## src/rtl/expansion_shiftreg_target_pkg.sv

```systemverilog
// Shared types and helpers for the expansion shift-register target.
// The frame classifier lives here so that any block reading a frame's
// bit count and overrun flag reaches the same verdict.
package expansion_shiftreg_target_pkg;

    // Outcome of a frame at the moment the next load strobe arrives.
    typedef enum logic [1:0] {
        FRAME_NONE = 2'd0,  // nothing was clocked in: silent
        FRAME_GOOD = 2'd1,  // exactly one word: publish it
        FRAME_BAD  = 2'd2   // short or overlong: discard and flag
    } frame_result_t;

    // Decide what a load strobe does with the frame collected so far.
    function automatic frame_result_t classify_frame(
        input int   bit_cnt,
        input int   width,
        input logic overrun
    );
        if ((bit_cnt == width) && !overrun) begin
            return FRAME_GOOD;
        end
        if ((bit_cnt != 0) || overrun) begin
            return FRAME_BAD;
        end
        return FRAME_NONE;
    endfunction

endpackage

```

## src/rtl/expansion_shiftreg_target_if.sv

```systemverilog
// Link and parallel-side signals of the expansion shift-register target.
// Link pin names match the pins of the master they face.
interface expansion_shiftreg_target_if #(
    parameter int WIDTH = 8
);
    logic             SHIFT_CLK;    // bit clock from the master
    logic             SHIFT_LOAD;   // frame strobe, active-low, idle high
    logic             SHIFT_DIN;    // serial data from the master
    logic             SHIFT_DOUT;   // serial data back to the master
    logic [WIDTH-1:0] data_in;      // word sent in the next frame
    logic [WIDTH-1:0] data_out;     // last good word received
    logic             frame_valid;  // data_out has just updated
    logic             frame_error;  // a frame was just discarded

    // The target side of the link.
    modport slave (
        input  SHIFT_CLK,
        input  SHIFT_LOAD,
        input  SHIFT_DIN,
        input  data_in,
        output SHIFT_DOUT,
        output data_out,
        output frame_valid,
        output frame_error
    );

    // The driving side: the remote master plus whoever owns data_in.
    modport master (
        output SHIFT_CLK,
        output SHIFT_LOAD,
        output SHIFT_DIN,
        output data_in,
        input  SHIFT_DOUT,
        input  data_out,
        input  frame_valid,
        input  frame_error
    );
endinterface

```

## src/rtl/expansion_shiftreg_target_sync_edge.sv

```systemverilog
// Two-flop synchroniser for one asynchronous link pin, followed by a
// history flop so that rising and falling edges of the synchronised level
// can be flagged for exactly one clk cycle. RESET_VAL is the pin's idle
// level, so leaving reset never manufactures an edge.
module shiftreg_sync_edge #(
    parameter logic RESET_VAL = 1'b0
) (
    input  logic clk,
    input  logic rst,
    input  logic i_pin,
    output logic o_level,
    output logic o_rise,
    output logic o_fall
);

    logic r_sync1;
    logic r_sync2;
    logic r_hist;

    // Move the pin into the clk domain and remember the previous level.
    // NOTE: every flop here is updated with <= so all three stages sample
    // their inputs from before the edge; with = the pin would ripple
    // straight through the chain in a single cycle.
    always_ff @(posedge clk or posedge rst) begin
        if (rst) begin
            r_sync1 <= RESET_VAL;
            r_sync2 <= RESET_VAL;
            r_hist  <= RESET_VAL;
        end else begin
            r_sync1 <= i_pin;
            r_sync2 <= r_sync1;
            r_hist  <= r_sync2;
        end
    end

    assign o_level = r_sync2;
    assign o_rise  =  r_sync2 & ~r_hist;
    assign o_fall  = ~r_sync2 &  r_hist;

endmodule

```

## src/rtl/expansion_shiftreg_target.sv

```systemverilog
// Slave end of the expansion shift-register link. Stands in for a
// 74HC595/74HC165 pair: bits arrive MSB-first on SHIFT_DIN and are sampled
// on SHIFT_CLK falls; SHIFT_DOUT changes on the same falls so that the
// master can sample it on its next rise. A falling SHIFT_LOAD closes the
// current frame (publish, discard or ignore it) and loads data_in for the
// next one. All link pins are oversampled by clk.
module expansion_shiftreg_target
    import expansion_shiftreg_target_pkg::*;
#(
    parameter int WIDTH = 8
) (
    input  logic                         clk,
    input  logic                         rst,
    expansion_shiftreg_target_if.slave   io_link
);

    // Wide enough to hold WIDTH itself, where the counter saturates.
    localparam int               CNT_W    = $clog2(WIDTH + 1);
    localparam logic [CNT_W-1:0] CNT_FULL = CNT_W'(WIDTH);

    // Synchronised link pins and their edge strobes.
    logic w_clk_level;
    logic w_clk_rise;
    logic w_clk_fall;
    logic w_load_level;
    logic w_load_rise;
    logic w_load_fall;
    logic w_din_level;
    logic w_din_rise_unused;
    logic w_din_fall_unused;

    // Decoded events and the verdict on the frame collected so far.
    logic          w_clk_qrise;
    logic          w_bit_event;
    frame_result_t w_result;

    // Frame state.
    logic [WIDTH-1:0] r_rx_shift;
    logic [WIDTH-1:0] r_tx_shift;
    logic [CNT_W-1:0] r_bit_cnt;
    logic             r_armed;
    logic             r_overrun;

    // Registered outputs.
    logic             r_dout;
    logic [WIDTH-1:0] r_data_out;
    logic             r_frame_valid;
    logic             r_frame_error;

    // SHIFT_CLK idles low.
    shiftreg_sync_edge #(.RESET_VAL(1'b0)) u_sync_clk (
        .clk     (clk),
        .rst     (rst),
        .i_pin   (io_link.SHIFT_CLK),
        .o_level (w_clk_level),
        .o_rise  (w_clk_rise),
        .o_fall  (w_clk_fall)
    );

    // SHIFT_LOAD idles high; resetting it low would fake a load on release.
    shiftreg_sync_edge #(.RESET_VAL(1'b1)) u_sync_load (
        .clk     (clk),
        .rst     (rst),
        .i_pin   (io_link.SHIFT_LOAD),
        .o_level (w_load_level),
        .o_rise  (w_load_rise),
        .o_fall  (w_load_fall)
    );

    // Only the level of the data pin matters; it is sampled on clock falls.
    shiftreg_sync_edge #(.RESET_VAL(1'b0)) u_sync_din (
        .clk     (clk),
        .rst     (rst),
        .i_pin   (io_link.SHIFT_DIN),
        .o_level (w_din_level),
        .o_rise  (w_din_rise_unused),
        .o_fall  (w_din_fall_unused)
    );

    // A rise only counts when LOAD has been high for this cycle and the
    // previous one (high now and not rising now). This rejects the rise the
    // master produces while releasing LOAD, which carries no data bit.
    assign w_clk_qrise = w_clk_rise & w_load_level & ~w_load_rise;

    // A fall is a data bit only after a qualified rise has armed us.
    assign w_bit_event = w_clk_fall & r_armed;

    assign w_result = classify_frame(int'(r_bit_cnt), WIDTH, r_overrun);

    // Frame control: load closes and reloads a frame, qualified rises arm,
    // armed falls shift one bit. Load takes priority over any clock edge
    // seen in the same cycle.
    always_ff @(posedge clk or posedge rst) begin
        if (rst) begin
            r_rx_shift    <= '0;
            r_tx_shift    <= '0;
            r_bit_cnt     <= '0;
            r_armed       <= 1'b0;
            r_overrun     <= 1'b0;
            r_dout        <= 1'b0;
            r_data_out    <= '0;
            r_frame_valid <= 1'b0;
            r_frame_error <= 1'b0;
        end else begin
            r_frame_valid <= 1'b0;
            r_frame_error <= 1'b0;

            if (w_load_fall) begin
                case (w_result)
                    FRAME_GOOD: begin
                        r_data_out    <= r_rx_shift;
                        r_frame_valid <= 1'b1;
                    end
                    FRAME_BAD: begin
                        r_frame_error <= 1'b1;
                    end
                    default: begin
                    end
                endcase
                r_tx_shift <= io_link.data_in;
                r_dout     <= io_link.data_in[WIDTH-1];
                r_bit_cnt  <= '0;
                r_overrun  <= 1'b0;
                r_armed    <= 1'b0;
            end else if (w_clk_qrise) begin
                r_armed <= 1'b1;
            end else if (w_bit_event) begin
                r_armed <= 1'b0;
                if (r_bit_cnt < CNT_FULL) begin
                    r_rx_shift <= {r_rx_shift[WIDTH-2:0], w_din_level};
                    r_tx_shift <= r_tx_shift << 1;
                    r_dout     <= r_tx_shift[WIDTH-2];
                    r_bit_cnt  <= r_bit_cnt + CNT_W'(1);
                end else begin
                    // Extra bits beyond WIDTH poison the frame but leave
                    // the shift registers and SHIFT_DOUT where they are.
                    r_overrun <= 1'b1;
                end
            end
        end
    end

    // The clock level itself is only needed for edge detection.
    logic w_clk_level_unused;
    assign w_clk_level_unused = w_clk_level;

    assign io_link.SHIFT_DOUT  = r_dout;
    assign io_link.data_out    = r_data_out;
    assign io_link.frame_valid = r_frame_valid;
    assign io_link.frame_error = r_frame_error;

endmodule

```

## src/flat_wrapper.sv

```systemverilog
// flat-port wrapper written by rule: the top's interface ports become plain ports
module expansion_shiftreg_target_flat import expansion_shiftreg_target_pkg::*;
#(
    parameter int WIDTH = 8
)
  (clk, rst, io_link_SHIFT_CLK, io_link_SHIFT_LOAD, io_link_SHIFT_DIN, io_link_data_in, io_link_SHIFT_DOUT, io_link_data_out, io_link_frame_valid, io_link_frame_error);
  expansion_shiftreg_target_if #(.WIDTH(WIDTH)) io_link_i ();
  input  logic clk;
  input  logic rst;
  input wire logic [$bits(io_link_i.SHIFT_CLK)-1:0] io_link_SHIFT_CLK;
  input wire logic [$bits(io_link_i.SHIFT_LOAD)-1:0] io_link_SHIFT_LOAD;
  input wire logic [$bits(io_link_i.SHIFT_DIN)-1:0] io_link_SHIFT_DIN;
  input wire logic [$bits(io_link_i.data_in)-1:0] io_link_data_in;
  output wire logic [$bits(io_link_i.SHIFT_DOUT)-1:0] io_link_SHIFT_DOUT;
  output wire logic [$bits(io_link_i.data_out)-1:0] io_link_data_out;
  output wire logic [$bits(io_link_i.frame_valid)-1:0] io_link_frame_valid;
  output wire logic [$bits(io_link_i.frame_error)-1:0] io_link_frame_error;
  assign io_link_i.SHIFT_CLK = io_link_SHIFT_CLK;
  assign io_link_i.SHIFT_LOAD = io_link_SHIFT_LOAD;
  assign io_link_i.SHIFT_DIN = io_link_SHIFT_DIN;
  assign io_link_i.data_in = io_link_data_in;
  assign io_link_SHIFT_DOUT = io_link_i.SHIFT_DOUT;
  assign io_link_data_out = io_link_i.data_out;
  assign io_link_frame_valid = io_link_i.frame_valid;
  assign io_link_frame_error = io_link_i.frame_error;
  expansion_shiftreg_target #(.WIDTH(WIDTH)) u_core (.clk(clk), .rst(rst), .io_link(io_link_i));
endmodule
```

## config.mk

```make
export PLATFORM = sky130hd
export DESIGN_NAME = expansion_shiftreg_target_flat
export DESIGN_NICKNAME = d
export VERILOG_FILES = /design/src/rtl/expansion_shiftreg_target_pkg.sv /design/src/rtl/expansion_shiftreg_target_if.sv /design/src/rtl/expansion_shiftreg_target_sync_edge.sv /design/src/rtl/expansion_shiftreg_target.sv /design/src/flat_wrapper.sv
export SDC_FILE = /design/constraint.sdc
export NUM_CORES = 1
export LEC_CHECK = 0
export CORE_ASPECT_RATIO = 0.5
export CORE_MARGIN = 3
export CORE_UTILIZATION = 40
export CTS_CLUSTER_SIZE = 25
export DETAILED_ROUTE_END_ITERATION = 8
export PLACE_DENSITY = 0.6
export SETUP_SLACK_MARGIN = 0.1
export SYNTH_ARGS = -nofsm -noshare
export SYNTH_HDL_FRONTEND = slang
export SYNTH_SLANG_ARGS = --single-unit
```

## constraint.sdc

```tcl
create_clock -name clk -period 1.7 [get_ports clk]
set_input_delay 0.51 -clock clk [delete_from_list [all_inputs] [get_ports clk]]
set_output_delay 0.51 -clock clk [all_outputs]
set_load 0.1 [all_outputs]
```

### Word-level counts from Yosys, hierarchy flattened

Cells that the tools add are included.

| word-level totals | value |
|---|---|
| flip-flop bits (word level) | 40 |
| bits in latches | 0 |
| memory bits (writable) | 0 |
| memory bits (read-only) | 0 |
| input bits | 13 |
| memories kept | 0 |

| operators by class | value |
|---|---|
| add/sub/neg operators | 1 |
| $mul | 0 |
| div/mod/pow operators | 0 |
| $lt $le $gt $ge | 1 |
| equal/unequal tests | 5 |
| shift-type cells | 0 |
| mux-type cells | 30 |
| bitwise logic cells | 14 |
| reductions and logical operators | 11 |

Operators by type and width:

| kind | number |
|---|---|
| two-way mux 7 bit | 4 |
| two-way mux 1 bit | 18 |
| two-way mux 4 bit | 4 |
| two-way mux 2 bit | 4 |
| AND 1 bit | 7 |
| inverter 1 bit | 7 |
| AND reduction 3 bit | 2 |
| adder 4 x 1 -> 4 bit, second input constant | 1 |
| == test 4 bit, second input constant | 1 |
| < comparator 4 bit, second input constant | 1 |
| != test 2 bit, second input constant | 2 |
| AND reduction 4 bit | 1 |
| nonzero test 2 bit | 2 |
| nonzero test 4 bit | 1 |
| nonzero test 3 bit | 1 |
| == test 2 x 1 -> 1 bit, second input constant | 1 |
| == test 2 bit, second input constant | 1 |
| AND reduction 2 bit | 1 |
| logical AND 1 bit | 1 |
| zero test 1 bit | 1 |
| logical OR 1 bit | 1 |

### Logic depth before layout (Yosys ltp)

Gate-level depths: netlist of the first run.

| depth | value |
|---|---|
| depth after elaboration | 9 |
| mapped depth | 6 |
| mapped depth without buffers | 5 |

### Hierarchy

Synthesis of the first run repeated with hierarchy kept, for this count alone.

| second synthesis, totals | value |
|---|---|
| cells, all modules | 135 |
| area total of the unflattened synthesis | 1687.9 um2 |

By module, submodules not included:

| module | instances | cells an instance | area an instance (um2) | seq. area each (um2) |
|---|---|---|---|---|
| expansion_shiftreg_target | 1 | 117 | 1402.6 | 800.8 |
| shiftreg_sync_edge at u_core.u_sync_clk ... | 2 | 6 | 93.8 | 75.1 |
| shiftreg_sync_edge at u_core.u_sync_load | 1 | 6 | 97.6 | 78.8 |

### Worst setup path before layout of the first run

Ideal clock, no wire load.

| timing | value |
|---|---|
| path type | flip-flop to flip-flop |
| from | reg u_core.r_bit_cnt[1] |
| to | reg u_core.r_data_out[0], in the netlist u_core.io_link.data_out[0] |
| setup time | 0.126 ns |
| arrival | 1.350 ns |
| path slack | 0.224 ns |
| cell stages (with the launch flop) | 7 |
| path buffers | 1 |
| period minus slack after synthesis | 1.476 ns |
| cells stage by stage | dfrtp_1 -> inv_1 -> ha_1 -> nor3b_2 -> and3_1 -> buf_6 -> mux2_4 |

| on the way | value |
|---|---|
| longest elaborated chain between the ends | 8 |
| elaborated cells between the ends (all ways) | 12 |
| those cells by class | eq/ne: 2; mux: 6; reduce/logical: 4 |

Ends and longest elaborated chain:

| element | RTL line | text |
|---|---|---|
| start, declared | expansion_shiftreg_target.sv:40 | `logic [CNT_W-1:0] r_bit_cnt;` |
| start signal, assigned | expansion_shiftreg_target.sv:133 | `r_bit_cnt <= r_bit_cnt + CNT_W'(1);` |
| nonzero test 4 bit | expansion_shiftreg_target_pkg.sv:22 | `if ((bit_cnt != 0) \|\| overrun) begin` |
| logical OR 1 bit | expansion_shiftreg_target_pkg.sv:22 |  |
| two-way mux 1 bit (2 in a row) | expansion_shiftreg_target_pkg.sv:22 |  |
| two-way mux 2 bit | expansion_shiftreg_target_pkg.sv:25 | `return FRAME_NONE;` |
| two-way mux 2 bit (*) | expansion_shiftreg_target_pkg.sv:22 |  |
| == test 2 x 1 -> 1 bit (*) | expansion_shiftreg_target.sv:109 | `case (w_result)` |
| AND reduction 2 bit (no line) (*) | n/a |  |
| end signal, assigned | expansion_shiftreg_target.sv:111 | `r_data_out <= r_rx_shift;` |
| end, declared | expansion_shiftreg_target.sv:46 | `logic [WIDTH-1:0] r_data_out;` |

Every way passes the cells marked *; elsewhere a longest branch is shown, timed or not. The select of a mux whose other input is x is not followed.
A chain may end at the register's enable or synchronous reset.

### Final worst setup path of the first run

| timing | value |
|---|---|
| from | reg u_core.r_bit_cnt[1] |
| to | reg u_core.r_data_out[2], in the netlist u_core.io_link.data_out[2] |

Same word-level chain as after synthesis.

==> results of run 1 <==
## registers in the layout, summed over array words and instances, names as in the netlist
signal	cells
u_core.io_link.data_out	8
u_core.r_rx_shift	8
u_core.r_tx_shift	7
u_core.r_bit_cnt	4
u_core.io_link.SHIFT_DOUT	1
u_core.io_link.frame_error	1
u_core.io_link.frame_valid	1
u_core.r_armed	1
u_core.r_overrun	1
u_core.u_sync_clk.o_level	1
u_core.u_sync_clk.r_hist	1
u_core.u_sync_clk.r_sync1	1
u_core.u_sync_din.o_level	1
u_core.u_sync_din.r_sync1	1
u_core.u_sync_load.o_level	1
u_core.u_sync_load.r_hist	1
u_core.u_sync_load.r_sync1	1
## cell usage in the layout, fill, tap and decap left out, types with 2 or more instances in the layout
master and instances:
sky130_fd_sc_hd__o21ai_2 2, sky130_fd_sc_hd__nor3_1 8, sky130_fd_sc_hd__buf_4 6, sky130_fd_sc_hd__a31oi_2 7, sky130_fd_sc_hd__dfrtp_1 37, sky130_fd_sc_hd__inv_1 5, sky130_fd_sc_hd__a21oi_1 3, sky130_fd_sc_hd__nand2_1 17
sky130_fd_sc_hd__nand2b_1 2, sky130_fd_sc_hd__clkdlybuf4s50_1 12, sky130_fd_sc_hd__nor2_1 4, sky130_fd_sc_hd__buf_12 13, sky130_fd_sc_hd__mux2_4 16, sky130_fd_sc_hd__ha_1 2, sky130_fd_sc_hd__clkbuf_8 5, sky130_fd_sc_hd__dfstp_2 3
## synthesized netlist by cell type
cell type / instances / area share
sky130_fd_sc_hd__buf_4: 1 / 0.0044
sky130_fd_sc_hd__a41oi_1: 1 / 0.0052
sky130_fd_sc_hd__xnor2_1: 1 / 0.0052
sky130_fd_sc_hd__ha_1: 2 / 0.015
sky130_fd_sc_hd__nand2_4: 1 / 0.0067
sky130_fd_sc_hd__clkbuf_1: 1 / 0.0022
sky130_fd_sc_hd__and3b_1: 1 / 0.0052
sky130_fd_sc_hd__nand3_1: 1 / 0.0030
sky130_fd_sc_hd__dfstp_2: 3 / 0.047
sky130_fd_sc_hd__inv_1: 5 / 0.011
sky130_fd_sc_hd__nand2_1: 17 / 0.038
sky130_fd_sc_hd__and4bb_4: 1 / 0.0096
sky130_fd_sc_hd__a21oi_1: 3 / 0.0089
sky130_fd_sc_hd__dfrtp_1: 37 / 0.55
sky130_fd_sc_hd__nor3_1: 8 / 0.024
sky130_fd_sc_hd__mux2_4: 16 / 0.14
sky130_fd_sc_hd__and3_1: 1 / 0.0037
sky130_fd_sc_hd__nor3b_2: 1 / 0.0074
sky130_fd_sc_hd__nor2_1: 4 / 0.0089
sky130_fd_sc_hd__nand2b_1: 2 / 0.0074
sky130_fd_sc_hd__buf_6: 3 / 0.020
sky130_fd_sc_hd__mux2i_1: 1 / 0.0059
sky130_fd_sc_hd__buf_2: 1 / 0.0030
sky130_fd_sc_hd__a31oi_2: 7 / 0.052
sky130_fd_sc_hd__or2_1: 1 / 0.0037
sky130_fd_sc_hd__nor2b_2: 1 / 0.0052
sky130_fd_sc_hd__o21ai_2: 2 / 0.010
## cell families (layout without fill, tap and decap cells)
| group | after synthesis | count (layout) | share of synthesized area |
|---|---|---|---|
| AND/OR/NAND/NOR | 39 | 39 | 0.122 |
| buffers and inverters | 11 | 44 | 0.0406 |
| XOR/XNOR | 1 | 1 | 0.00517 |
| flip-flops | 40 | 40 | 0.593 |
| multiplexers | 17 | 17 | 0.148 |
| adder cells (fa/ha/maj) | 2 | 2 | 0.0148 |
| AO/OA/AOI/OAI | 13 | 13 | 0.0761 |
## critical path, delay by kind of cell (launching register included)
| family | cells | cell delay (ps) |
|---|---|---|
| and+or+nand+nor | 2 | 400 |
| muxes | 1 | 300 |
| DFF | 1 | 380 |
| adders and majority gates | 1 | 140 |
| buffers and inverters | 2 | 220 |
## cell type report
cell class / instances / area, um^2
multi-input cells: 72 / 624
inverters: 5 / 18.8
repair buffers: 31 / 425
well taps: 54 / 67.6
fillers: 333 / 1740
clock inverters: 2 / 35.0
clock buffers: 6 / 72.6
flip-flops and latches: 40 / 1000
## worst min-delay path by stage
stage                                         start                         to  slack, ps  cells after the start
after floorplan           u_core.u_sync_clk.r_sync1  u_core.u_sync_clk.o_level        330                      0
after global placement    u_core.u_sync_din.r_sync1  u_core.u_sync_din.o_level        330                      0
after detailed placement  u_core.u_sync_din.r_sync1  u_core.u_sync_din.o_level        340                      0
after CTS                 u_core.u_sync_din.r_sync1  u_core.u_sync_din.o_level        350                      0
after global routing      u_core.u_sync_din.r_sync1  u_core.u_sync_din.o_level        360                      0
final                     u_core.u_sync_din.r_sync1  u_core.u_sync_din.o_level        350                      0
## per-layer routing
layer | wire (um) | track usage
met2 | 1090 | 0.167
met1 | 1320 | 0.158
met3 | 165 | 0.0643
met4 | 27 | 0.0414
met5 | 0 | 0
## where the power goes
part           internal [mW]  switching (mW)  leakage (nW)
Clock                  0.435           0.318        0.0552
Combinational          0.145           0.144         0.476
Sequential              1.03          0.0464         0.510
Total                   1.61           0.508          1.04
## metrics by stage
stage	instances	setup slack (ps)	hold slack (ps)
after floorplan	123	224	331
after global placement	201	169	333
after detailed placement	201	115	338
after CTS	209	101	350
after global routing	210	95.3	362
final	210	150	348
## timing repair
action,CTS,global route
setup buffers,0,1
hold buffers,0,0
gates resized for setup,0,1
endpoints found under the setup margin,0,8
==> out/qor_table.md, run 1 <==
| Quantity | Reported | Unit |
|---|---|---|
| Total grt overflow | 0 | - |
| Worst setup path end | u_core.io_link.data_out[2] | - |
| Power Density | 941 | nW/um^2 |
| Post-route DRC | 0 | - |
| Number of I/O port buffers | 23 | - |
| Worst skew pair latency | 290 | ps |
| Total die area | 5100 | um^2 |
| Unrepaired setup endpoints after global routing | no | - |
| Static leakage | 1.04 | nW |
| Net count reported at finish | 170 | - |
| Worst Path Arrival | 1740 | ps |
| Die width | 98 | um |
| Number of antenna violations at the first check in global routing | 0 | - |
| Element type at the critical path end | flop | - |
| Final core area utilization | 0.564 | - |
| Critical path type | reg -> reg | - |
| Maximum number of pins on one net before global-route repair | 41 | - |
| Proportion of synthesized chip area in sequential cells | 0.593 | - |
| Kind of path behind the tightest hold check | reg -> reg | - |
| Worst Skew | 6.02 | ps |
| Final setup viols | 0 | - |
| Global-route wire length before repair | 4570 | um |
| Via count of the first global-routing pass | 957 | - |
| Non-Filler Cell Area, Final | 2250 | um^2 |
| Clock edge transition at the registers on the reported setup and hold paths | 80 | ps |
| Wire length reported by the detailed router | 2600 | um |
| CTS tree | yes | - |
| Crit path from | u_core.r_bit_cnt[1] | - |
| Final GP Congestion | 0.756 | - |
| Post-Synthesis Cell Area | 1690 | um^2 |
| Avg Inst Size Synth | 13.8 | um^2 |
| Mean routed wirelength per cell | 12.4 | um |
| CTS H-Tree Depth | 2 | - |
| Core ar. | 3980 | um^2 |
| Inserted Diodes | 0 | - |
| Status | completed | - |
| Number of CTS-inserted buffers | 5 | - |
| Number of synthesized register bits | 40 | - |
| Peak supply drop | 310 | uV |
| Worst Setup Start Kind | flop | - |
| Number of DRC markers in iteration 0 | 34 | - |
| Design Power | 2.12 | mW |
| Count of cell types in the netlist | 27 | - |
| Detailed-router iteration count before antenna repair | 3 | - |
| Count of standard-cell rows | 16 | - |
| Syn Inst Count | 123 | - |
| Via density per instance | 4.64 | - |
| Delay of the slowest critical-path stage | 380 | ps |
| Total routing resource utilization after global routing | 0.120 | - |
| Flop-to-flop setup slack | 150 | ps |
| Number of routed nets with antenna violations | 0 | - |
| Number of max-cap violations | 0 | - |
| Critical path required time | 1890 | ps |
| Crit path time final | 1550 | ps |
| Clock sinks | 40 | - |
| Post-Syn Nets | 138 | - |
| Critical path, cell by cell | inv_1, ha_1, nor3b_2, and3_4, buf_12, mux2_4 | - |
| Reg-to-reg startpoint | u_core.r_bit_cnt[1] | - |
| Endpoint of the worst register-to-register path | u_core.io_link.data_out[2] | - |
| Max Fanout on Critical Path | 9 | - |
| Clock buffer depth | 2 | - |
| Die Y | 52 | um |
| Share of post-route cells with drive strength above 1 | 0.378 | - |
| Clock root cell | sky130_fd_sc_hd__clkbuf_8 | - |
| Transition time at the pin with the least slew margin | 220 | ps |
| Count of pins on the block boundary | 24 | - |
| Final number of max-transition violations | 0 | - |
| Total negative setup slack | 0 | ps |
| Detailed Place HPWL | 1770 | um |
| Area after detailed placement | 2130 | um^2 |
| Total number of vias | 975 | - |
| Worst slew margin | 0.852 | - |
| Initial core utilization | 0.425 | - |
| Area added between synthesis and finish | 32.8 | % |
| Warning count from the yosys run | 0 | - |
| Logic depth of the worst register-to-register path | 6 | - |
| FMAX | 0.645 | GHz |
| Number of hold-slack violations in the final timing report | 0 | - |
| Portion of the clock cycle consumed by the worst path in the final layout | 0.912 | - |
| Worst-path cell with the longest stage delay | sky130_fd_sc_hd__dfrtp_1 | - |
Power figures use the tool's default switching activity.
==> run 2, diff against run 1 <==
Settings changed: CTS_CLUSTER_SIZE 25 to 10.
==> results of run 2 <==
Same layout as run 1: the final DEF is identical, and so are final timing and power.
